===== src/rtl/avg_stream_div.sv =====
// avg_stream_div: streaming averager for framed bursts of unsigned samples.
// A frame opens with start, then collects samples qualified by data_valid
// (gaps allowed), framed by data_first/data_last. The sum is divided by the
// sample count with an internal radix-2 restoring divider, one quotient bit
// per cycle.
//
// Ports:
//   clk, rst_n    clock, asynchronous active-low reset
//   start         open a frame (sampled only in IDLE)
//   timeout_cfg   gap timeout in cycles, latched on start, 0 disables it
//   round_en      round-to-nearest, latched on start
//   data_valid    sample qualifier
//   data_first    first sample of a frame (restarts the frame in ACCUM)
//   data_last     last sample of a frame
//   data_in       unsigned sample
//   data_out      average (quotient), held until the next done or reset
//   rem_out       division remainder, held until the next done or reset
//   count_out     number of samples averaged, held until the next done or reset
//   busy          frame in progress
//   TO            one-cycle pulse: gap timeout, frame aborted
//   ovf           one-cycle pulse: too many samples, frame aborted
//   done          one-cycle pulse: data_out/rem_out/count_out updated
module avg_stream_div #(
  parameter int unsigned NOF_BITS = 32,
  parameter int unsigned CNT_BITS = 8,
  parameter int unsigned TO_BITS  = 4
) (
  input  logic                clk,
  input  logic                rst_n,
  input  logic                start,
  input  logic [TO_BITS-1:0]  timeout_cfg,
  input  logic                round_en,
  input  logic                data_valid,
  input  logic                data_first,
  input  logic                data_last,
  input  logic [NOF_BITS-1:0] data_in,
  output logic [NOF_BITS-1:0] data_out,
  output logic [CNT_BITS-1:0] rem_out,
  output logic [CNT_BITS-1:0] count_out,
  output logic                busy,
  output logic                TO,
  output logic                ovf,
  output logic                done
);

  // Accumulator/dividend width: (2^CNT_BITS-1) samples of NOF_BITS never overflow it.
  localparam int unsigned ACC_W  = NOF_BITS + CNT_BITS;
  localparam int unsigned STEP_W = $clog2(ACC_W);
  localparam logic [CNT_BITS-1:0] CNT_MAX   = '1;
  localparam logic [STEP_W-1:0]   LAST_STEP = STEP_W'(ACC_W - 1);

  typedef enum logic [1:0] {
    IDLE       = 2'd0,
    WAIT_FIRST = 2'd1,
    ACCUM      = 2'd2,
    DIV        = 2'd3
  } state_t;

  state_t              r_state;
  logic [ACC_W-1:0]    r_acc;
  logic [CNT_BITS-1:0] r_cnt;
  logic [TO_BITS-1:0]  r_wait;
  logic [TO_BITS-1:0]  r_to_cfg;
  logic                r_round;

  // Divider: r_dq shifts the dividend out at the top and the quotient in at the bottom.
  logic [ACC_W-1:0]    r_dq;
  logic [CNT_BITS-1:0] r_prem;
  logic [STEP_W-1:0]   r_step;

  logic                w_sample;
  logic                w_restart;
  logic                w_gap;
  logic                w_to_hit;
  logic                w_cnt_full;
  logic [ACC_W-1:0]    w_acc_nxt;
  logic [CNT_BITS-1:0] w_cnt_nxt;
  logic [ACC_W-1:0]    w_dividend;
  logic [CNT_BITS:0]   w_rem_shift;
  logic                w_ge;
  logic [CNT_BITS-1:0] w_rem_nxt;
  logic [ACC_W-1:0]    w_dq_nxt;

  // Sample acceptance and frame bookkeeping.
  assign w_sample   = data_valid && ((r_state == WAIT_FIRST) || (r_state == ACCUM));
  assign w_restart  = w_sample && data_first;
  // In WAIT_FIRST a sample without data_first is discarded and counts as a gap.
  assign w_gap      = !(w_sample && ((r_state == ACCUM) || data_first));
  assign w_to_hit   = (r_to_cfg != '0) && (r_wait == (r_to_cfg - TO_BITS'(1)));
  assign w_cnt_full = (r_state == ACCUM) && w_sample && (r_cnt == CNT_MAX);

  assign w_acc_nxt  = w_restart ? ACC_W'(data_in) : (r_acc + ACC_W'(data_in));
  assign w_cnt_nxt  = w_restart ? CNT_BITS'(1) : (r_cnt + CNT_BITS'(1));
  // Adding cnt/2 before dividing turns truncation into round-to-nearest.
  assign w_dividend = w_acc_nxt + (r_round ? ACC_W'(w_cnt_nxt >> 1) : ACC_W'(0));

  // One restoring-division step.
  assign w_rem_shift = {r_prem, r_dq[ACC_W-1]};
  assign w_ge        = (w_rem_shift >= {1'b0, r_cnt});
  assign w_rem_nxt   = w_ge ? CNT_BITS'(w_rem_shift - {1'b0, r_cnt})
                            : CNT_BITS'(w_rem_shift);
  assign w_dq_nxt    = {r_dq[ACC_W-2:0], w_ge};

  // Frame control, accumulation, division and registered outputs.
  always_ff @(posedge clk or negedge rst_n) begin
    if (!rst_n) begin
      r_state   <= IDLE;
      r_acc     <= '0;
      r_cnt     <= '0;
      r_wait    <= '0;
      r_to_cfg  <= '0;
      r_round   <= 1'b0;
      r_dq      <= '0;
      r_prem    <= '0;
      r_step    <= '0;
      data_out  <= '0;
      rem_out   <= '0;
      count_out <= '0;
      busy      <= 1'b0;
      TO        <= 1'b0;
      ovf       <= 1'b0;
      done      <= 1'b0;
    end else begin
      TO   <= 1'b0;
      ovf  <= 1'b0;
      done <= 1'b0;

      case (r_state)
        IDLE: begin
          if (start) begin
            r_state  <= WAIT_FIRST;
            busy     <= 1'b1;
            r_acc    <= '0;
            r_cnt    <= '0;
            r_wait   <= '0;
            r_to_cfg <= timeout_cfg;
            r_round  <= round_en;
          end
        end

        WAIT_FIRST, ACCUM: begin
          if (w_cnt_full) begin
            // Overflow wins over data_last and restart.
            ovf     <= 1'b1;
            busy    <= 1'b0;
            r_state <= IDLE;
          end else if (!w_gap) begin
            // An accepted sample always beats a coincident timeout.
            r_acc  <= w_acc_nxt;
            r_cnt  <= w_cnt_nxt;
            r_wait <= '0;
            if (data_last) begin
              r_state <= DIV;
              r_dq    <= w_dividend;
              r_prem  <= '0;
              r_step  <= '0;
            end else begin
              r_state <= ACCUM;
            end
          end else if (r_to_cfg != '0) begin
            if (w_to_hit) begin
              TO      <= 1'b1;
              busy    <= 1'b0;
              r_state <= IDLE;
            end else begin
              r_wait <= r_wait + TO_BITS'(1);
            end
          end
        end

        DIV: begin
          r_dq   <= w_dq_nxt;
          r_prem <= w_rem_nxt;
          r_step <= r_step + STEP_W'(1);
          if (r_step == LAST_STEP) begin
            // Quotient is bounded by the sample maximum, so the low bits are exact.
            data_out  <= w_dq_nxt[NOF_BITS-1:0];
            rem_out   <= w_rem_nxt;
            count_out <= r_cnt;
            done      <= 1'b1;
            busy      <= 1'b0;
            r_state   <= IDLE;
          end
        end

        default: begin
          r_state <= IDLE;
          busy    <= 1'b0;
        end
      endcase
    end
  end

endmodule


===== config.mk =====
export PLATFORM = sky130hd
export DESIGN_NAME = avg_stream_div
export DESIGN_NICKNAME = d
export VERILOG_FILES = /design/src/rtl/avg_stream_div.sv
export SDC_FILE = /design/constraint.sdc
export NUM_CORES = 1
export LEC_CHECK = 0
export CAP_MARGIN = 10
export CELL_PAD_IN_SITES_DETAIL_PLACEMENT = 1
export CELL_PAD_IN_SITES_GLOBAL_PLACEMENT = 1
export CORE_MARGIN = 2
export CORE_UTILIZATION = 35
export DETAILED_ROUTE_END_ITERATION = 10
export PLACE_DENSITY = 0.72
export SLEW_MARGIN = 20
export SYNTH_ARGS = -nofsm -noshare
export SYNTH_HDL_FRONTEND = slang
export SYNTH_SLANG_ARGS = --single-unit

===== constraint.sdc =====
create_clock -name clk -period 5.87 [get_ports clk]
set_input_delay 1.174 -clock clk [delete_from_list [all_inputs] [get_ports clk]]
set_output_delay 1.174 -clock clk [all_outputs]
set_load 0.01 [all_outputs]

Yosys cells after proc, flatten, opt, wreduce, memory -nomap -nowiden
Cells that the tools add are included.
- equality and inequality tests: 18
- add/sub/neg operators: 7
- muxes and demuxes: 54
- $lt $le $gt $ge: 1
- reduce and logical (&&, ||, !) cells: 20
- operators by type and width (cell ; count):
    40-bit 2-to-1 mux ; 7
    40-bit one-hot mux with 2 select lines ; 2
    8-bit 2-to-1 mux ; 8
    40-bit by 32-bit adder with 40-bit output ; 1
    40-bit by 7-bit adder with 40-bit output ; 1
    8-bit one-hot mux with 2 select lines ; 2
    4-bit 2-to-1 mux ; 5
    6-bit 2-to-1 mux ; 3
    1-bit 2-to-1 mux ; 16
    3-bit != test (second input constant) ; 5
    2-bit 2-to-1 mux ; 6
    6-bit one-hot mux with 2 select lines ; 1
    4-bit AND reduction ; 3
    2-bit != test (second input constant) ; 5
    5-bit AND reduction ; 2
    9-bit by 8-bit greater-or-equal comparator with 1-bit output ; 1
    8-bit by 1-bit adder with 8-bit output (second input constant) ; 1
    8-bit == test (second input constant) ; 1
    4-bit != test (second input constant) ; 2
    4-bit one-hot mux with 2 select lines ; 1
    8-bit subtractor ; 1
    7-bit 2-to-1 mux ; 1
    6-bit by 1-bit adder with 6-bit output (second input constant) ; 1
    6-bit == test (second input constant) ; 1
    other kinds (14) ; 23
- register bits: 165
- output and inout bits: 52
- input port bits: 43

Depth between registers and ports, before layout
- word-level depth: 11
- mapped depth: 25
- gate-level depth less buffers: 18

Worst setup path before layout
Ideal clock, no wire load.
- kind: in2reg
- from: input data_first
- to: register r_dq[35]
- required time: 5.734 ns
- buffers on the path: 6
- cell stages on the path: 20
- arrival time: 5.653 ns
- setup time: 0.136 ns
- setup slack: 0.081 ns
- path through: nand3_1 > buf_2 > buf_2 > buf_1 > buf_1 > buf_1 > clkbuf_1 > nand2_1 > nor2_1 > ha_1 > a21o_1 > a21oi_1 > o21ai_0 > o41ai_1 > or4b_4 > nor4b_4 > nand4b_2 > or4_1 > xnor2_1 > o22ai_1
- cells in the longest elaborated chain, start to end: 8
- elaborated cells between the ends (all ways): 13
- those cells by class: add/sub (1); eq/ne (1); mux (7); reduce/logical (4)
- RTL lines (element ; line ; source):
    start, declared ; 34 ; input logic data_first,
    1-bit logical AND ; 86 ; assign w_restart = w_sample && data_first;
    8-bit 2-to-1 mux ; 93 ; assign w_cnt_nxt = w_restart ? CNT_BITS'(1) : (r_cnt + CNT_BITS'(1));
    7-bit 2-to-1 mux ; 95 ; assign w_dividend = w_acc_nxt + (r_round ? ACC_W'(w_cnt_nxt >> 1) : ACC_W'(0));
    40-bit by 7-bit adder with 40-bit output ; 95 ;
    40-bit 2-to-1 mux ; 152 ; if (data_last) begin
    40-bit 2-to-1 mux ; 147 ; end else if (!w_gap) begin
    40-bit 2-to-1 mux ; 142 ; if (w_cnt_full) begin
    40-bit one-hot mux with 2 select lines ; 128 ; case (r_state)
    end signal, assigned ; 154 ; r_dq <= w_dividend;
    end signal, assigned ; 172 ; r_dq <= w_dq_nxt;
    end, declared ; 67 ; logic [ACC_W-1:0] r_dq;
Parallel ways exist; a longest one is shown, timed or not. The select of a mux whose other input is x is not followed.
A chain may end at the register's enable or synchronous reset.

Final worst setup path
- from: input data_in[0]
- to: register r_dq[35]
- cells in the longest elaborated chain, start to end: 7
- RTL lines (element ; line ; source):
    start, declared ; 36 ; input logic [NOF_BITS-1:0] data_in,
    40-bit by 32-bit adder with 40-bit output ; 92 ; assign w_acc_nxt = w_restart ? ACC_W'(data_in) : (r_acc + ACC_W'(data_in));
    40-bit 2-to-1 mux * ; 92 ;
    40-bit by 7-bit adder with 40-bit output * ; 95 ;
    40-bit 2-to-1 mux * ; 152 ;
    40-bit 2-to-1 mux * ; 147 ;
    40-bit 2-to-1 mux * ; 142 ;
    40-bit one-hot mux with 2 select lines * ; 128 ;
Every way passes the cells marked *; elsewhere a longest branch is shown, timed or not. The select of a mux whose other input is x is not followed.

==> results.md <==
* CP endpoint kind: flop
* Met1 wire length at 17.29 mm
* Boundary pin count at 95
* Routed met3 length at between 1 and 1.5 mm
* Prevailing post-synth register cell: dfrtp_1
* Area contributors post-synth: dfrtp_1 (38%), nand2_1 (9.0%), ha_1 (6.2%), o21ai_0 (6.0%), a21oi_1 (4.3%)
* Final Worst Setup Slack at 0.4807 ns
* GRT Overall Usage at 0.2210
* Sum Neg Setup Slack at 0 ns
* Die area at 32,770 um2
* Row cnt at 64
* Reg-to-Reg Start: r_acc[0]
* Fin nets at around 1,500
* Maximum clock frequency at 0.1856 GHz
* CP Class: primary input to flop
* Dpl hpwl at ~26 mm
* Min cycle time layout at ~5.4 ns
* Pwr Density at 484.8 nW/um2
* WHS Endpoint: data_out[22]
* Least-Margin Pin Slew at 0.9792 ns
* FF-to-FF End: r_dq[35]
* P_leak at between 5 and 6 nW
* DP Worst Slack at approximately 0.051 ns
* Startpoint types: primary input
* Initial drt markers at around 670
* Setup-failing EPs final at 0
* Die W at 181.0 um
* Mapped cell area at approximately 11,000 um2
* Average wire per standard cell at between 15 and 20 um
* Initial antenna violation count at 0
* Final Wtd Congestion at ~0.91
* Worst Skew at between 0.015 and 0.02 ns
* Clk sink count at 165
* H-tree depth at 4
* Vias at about 10,000
* Area Overhead vs Synth at 18.61%
* Initial Utilization at 0.3567
* Gate count after technology mapping at 1,330
* CTS root buf: clkbuf_16
* Total congestion overflow at 0
* Critical Path Start: data_in[0]
* Share of cells above drive strength 1 at 0.07671
* CTS tree: yes
* VDD IR-drop max at roughly 0.21 mV
* DRT antenna net count at 0
* Resize count post-CTS at 0
* Hold_sp: data_out[22]
* R2R cell count at 16
* Final hold slack at between 0.4 and 0.5 ns
* DIE HEIGHT at around 180 um
* Syn Area/Cell at approximately 8.2 um2
* CP Max Fanout at 6
* Worst Hold Class: flop to flop
* Part of the Yosys area used for sequential elements at 0.3765
* Final Max Tran Viols at 0
* Final period util at 0.9181
* WL final at ~35 mm
* Reg2Reg Setup Slack at about 1.3 ns
* Largest net degree at the start of global routing at 87
* Setup Buffers After CTS at 0
* Hold buffers post-CTS at 0
* Vias per cell at between 5 and 6
* Post-synth EDFFs at 0
* Status: complete, no violations
* Area of the core at between 30,000 and 40,000 um2
* Crit path required time at slightly above 6 ns
* Vias in the first global route at 10,640
* Synth Register Bits at between 150 and 200
* FFs w/ async S/R, synth at 1.000
* Mapped Nets at ~1,400
* RSZ-0062 raised after global routing: false
* Clock Path Buffers at 2
* Metal2 WL at approximately 16 mm
* Relative slew slack at 0.3456
* Synth warnings at 0
* Synth top area share at 0.3765
* Number of buffers created by CTS at 17
* First-pass GRT wire length at just under 60 mm
* Drt pass-1 iters at 5
* MaxCap Viol Count at 0
* Clock Latency Late Sink at ~0.45 ns
* Final hold vios at 0
* Distinct cells, synth at 84
* Synth area leader: dfrtp_1
* Fillers at between 3,000 and 4,000
* PortBufs at 94
* DRC errors left at 0
* CP arrival at approximately 5.7 ns
* Clock transition at the registers of the reported paths at 0.06 ns
* DR top layer: met4
* Number of diodes at 0
* Hold-critical path depth at 2
[layer usage]
metal / vias up / global-route usage
li1: 4925 / -
met5: - / 0
met4: 0 / 0.05301
met2: 229 / 0.3531
met3: 37 / 0.03427
met1: 5062 / 0.3145
[worst max-delay path, cell delays in order]
cell             delay [ns]
clkdlybuf4s50_1        0.44
ha_1                   0.24
fa_1                   0.42
a21o_1                 0.22
a221oi_4               0.40
xor2_1                 0.19
a21oi_1                0.11
ha_1                   0.35
nor2_1                 0.07
nor2_1                 0.09
o41ai_1                0.13
or4b_4                 0.55
nor4b_4                0.38
nand4b_2               0.17
or4_1                  0.44
xnor2_1                0.19
o22ai_1                0.10
[registers in the layout (all words and copies together) (netlist names)]
signal / count
r_dq: 40
busy: 1
r_prem: 8
ovf: 1
done: 1
r_acc: 40
r_to_cfg: 4
TO: 1
data_out: 32
r_wait: 4
r_state: 2
r_step: 6
r_round: 1
rem_out: 8
r_cnt: 8
count_out: 8
[worst max path at each step]
stage,end,slack (ns)
5_1_grt,r_dq[35],0.19
6_report,r_dq[35],0.48
2_1_floorplan,r_dq[35],0.08
3_5_place_dp,r_dq[35],0.05
4_1_cts,r_dq[35],0.51
3_3_place_gp,r_dq[35],0.23
[area by class of cell]
cell class              instances  area (um2)  share of cell area
multi-input cells            1068        6495              0.4993
repair buffers                129        1217             0.09359
flip-flops and latches        165        4129              0.3174
clock buffers                  22       484.2             0.03722
inverters                      27       101.3            0.007791
well taps                     396       495.5             0.03809
clock inverters                10       86.33            0.006637
[Yosys cell counts (all sizes together), types with 18 or more instances]
master and instances:
ha 54, nand3 36, buf 18, nand2 263, nor2 98, a21oi 94
clkbuf 52, o21ai 134, inv 27, dfrtp 165, xnor2 41, o21a 19
xor2 24, nand4 25, nor3 28
[metrics by stage]
stage,utilization,cells,total power [mW],area (um2)
after floorplan,-,1330,4.012,10970
after global placement,0.4044,1785,5.048,12430
after detailed placement,0.4045,1785,5.151,12440
after CTS,0.4231,1817,6.314,13010
after global routing,0.4231,1817,6.818,13010
final,0.4231,1817,6.306,13010
[power by group]
group	internal [mW]	switching, mW
Combinational	1.35	2.17
Sequential	1.42	0.242
Clock	0.599	0.528
Total	3.37	2.94
[placed cells by master (no fill, tap or decap), types with 10 or more instances in the layout]
master / n
o21a_1: 18
clkbuf_16: 17
mux2i_1: 13
and3_1: 12
or3_1: 14
nand2_1: 262
clkdlybuf4s50_1: 93
ha_1: 54
inv_1: 27
dfrtp_1: 165
a21o_1: 16
a22o_1: 16
xor2_1: 24
xnor2_1: 40
nand3_1: 35
nor3_1: 27
and2_1: 10
nor2_1: 98
a21oi_1: 93
nand4_1: 25
o21ai_0: 130
nor4_1: 10
o211ai_1: 14
buf_4: 34
[logic make-up (layout without fill, tap and decap cells)]
kind of cell | count (synthesis) | in the layout | synth area share
AND/OR/NAND/NOR | 546 | 546 | 0.2315
flip-flops | 165 | 165 | 0.3765
multiplexers | 20 | 20 | 0.01905
adder cells (fa/ha/maj) | 57 | 57 | 0.06708
XOR/XNOR | 65 | 65 | 0.05259
AO/OA/AOI/OAI | 380 | 380 | 0.2195
buffers and inverters | 97 | 188 | 0.03388
Note: power is estimated with default switching activity, not from simulation.
==> RTL change: new RTL, config.mk and constraints unchanged <==
Reset style: synchronous (`rst_n`), changed in one clocked block. Comments in the files are not updated.
--- a/src/rtl/avg_stream_div.sv
+++ b/src/rtl/avg_stream_div.sv
@@ -103,5 +103,5 @@
 
   // Frame control, accumulation, division and registered outputs.
-  always_ff @(posedge clk or negedge rst_n) begin
+  always_ff @(posedge clk) begin
     if (!rst_n) begin
       r_state   <= IDLE;
Function: differs if rst_n is asserted again (counterexample within 4 cycles, from zero or initial values and one cycle with rst_n low); with rst_n held inactive, the same outputs for 4 cycles.
==> RTL change against the unedited design <==
- first-iteration DRC count down 31%
- die area down 4.0%
- non-clock buffer count up 4
- worst setup slack better by 170 ps
- area after synthesis down 4.1%
- wire length up 3.3%
- final area down 3.7%
- sequential cell count unchanged
- critical endpoint is now r_dq[38]
- largest cell class unchanged
Power is not compared: it rests on default switching activity, and its combinational part moved more than twofold at a synthesized area within 25%.
==> RTL change: results (changes against the unedited design) <==
Max stage delay on crit path: 460 ps (-90 ps)
Syn_nets: 1504 (+5.2%)
DR WL met2: 18800 um (+18%)
Nets: 1574 (+4.4%)
Synth Area in Adders: 6.99% (+0.28 points)
Clock Skew: 10.5 ps (-6.75 ps)
Placed cell count: 1845 (+3.4%)
Worst-Skew Late Latency: 440 ps
Post-Route M1 WL: 15800 um (-8.8%)
Largest net degree at the start of global routing: 61 (-30%)
Seq/Total Area, Yosys: 31.4% (-6.3 points)
Netlist cell types: 76 (-9.5%)
Grt met2 use: 43.6% (+8.3 points)
Min-delay src: count_out[3]
Global-route wire length before repair: 58000 um (about the same)
Gp weighted congestion: 0.896 (-1.3%)
Mux cell area share after synthesis: 1.52% (-0.38 points)
DR vias: 10534 (+2.7%)
Critical path's slowest cell: clkdlybuf4s50_1
Met3 wire length: 827 um (-42%)
Pre-CTS setup slack: 211 ps (+159 ps)
Commonest cells post-synth: 219 x nand2_1, 168 x nor2_1, 165 x dfxtp_1
Cell Count, Final, Fillers Out: 1877 (+3.3%)
Share of cells above drive strength 1: 6.19% (-1.5 points)
Placed cell areas: 12000 um2 (-3.8%)
Worst reg2reg path startpoint: r_state[0]
First-pass detailed-route iteration total: 4 (-1)
Status: finished, final reports clean
DR iter-0 viols: 458 (-31%)
Worst slew margin: 26.0% (-8.6 points)
Synthesized instance count: 1404 (+5.6%)
Asr flop ratio synth: 0% (-100 points)
Main synth FF type: dfxtp_1
Met1 usage: 27.6% (-3.8 points)
Post-Synth XOR/XNOR Area: 5.58% (+0.32 points)
Synth Area in Compound Gates: 25.1% (+3.2 points)
WP data arrival: 5530 ps (-160 ps)
## RTL change: cell count changes in the layout (fill, tap and decap cells not counted), sizes merged, moves of 15 or more
cell	unedited run	this run
nand2	263	219
o21ai	134	76
dfrtp	165	0
a22o	16	0
a22oi	2	29
nor2	98	168
a21oi	94	147
dfxtp	0	165
and3	13	28
## RTL change: worst paths after layout
| kind | end | slack [ps] | cells after the start |
|---|---|---|---|
| hold / removal | count_out[3] | 460 | 2 |
| hold reg to reg | count_out[3] | 460 | 2 |
| setup reg to reg | r_dq[38] | 1510 | 17 |
| setup / recovery | r_dq[38] | 650 | 18 |
## RTL change: final cells by class
type / instances / area [um2]
sequential: 165 / 3300
tap: 390 / 488
multi-input combinational: 1129 / 6830
clock buffer: 18 / 439
inverter: 28 / 108
fill: 3690 / 17100
timing repair buffer: 133 / 1230
clock inverter: 14 / 130
## RTL change: worst min-delay path: stages (launching register included)
cell and delay (ps):
dfxtp_1 310, nand2_1 50, a21oi_1 50
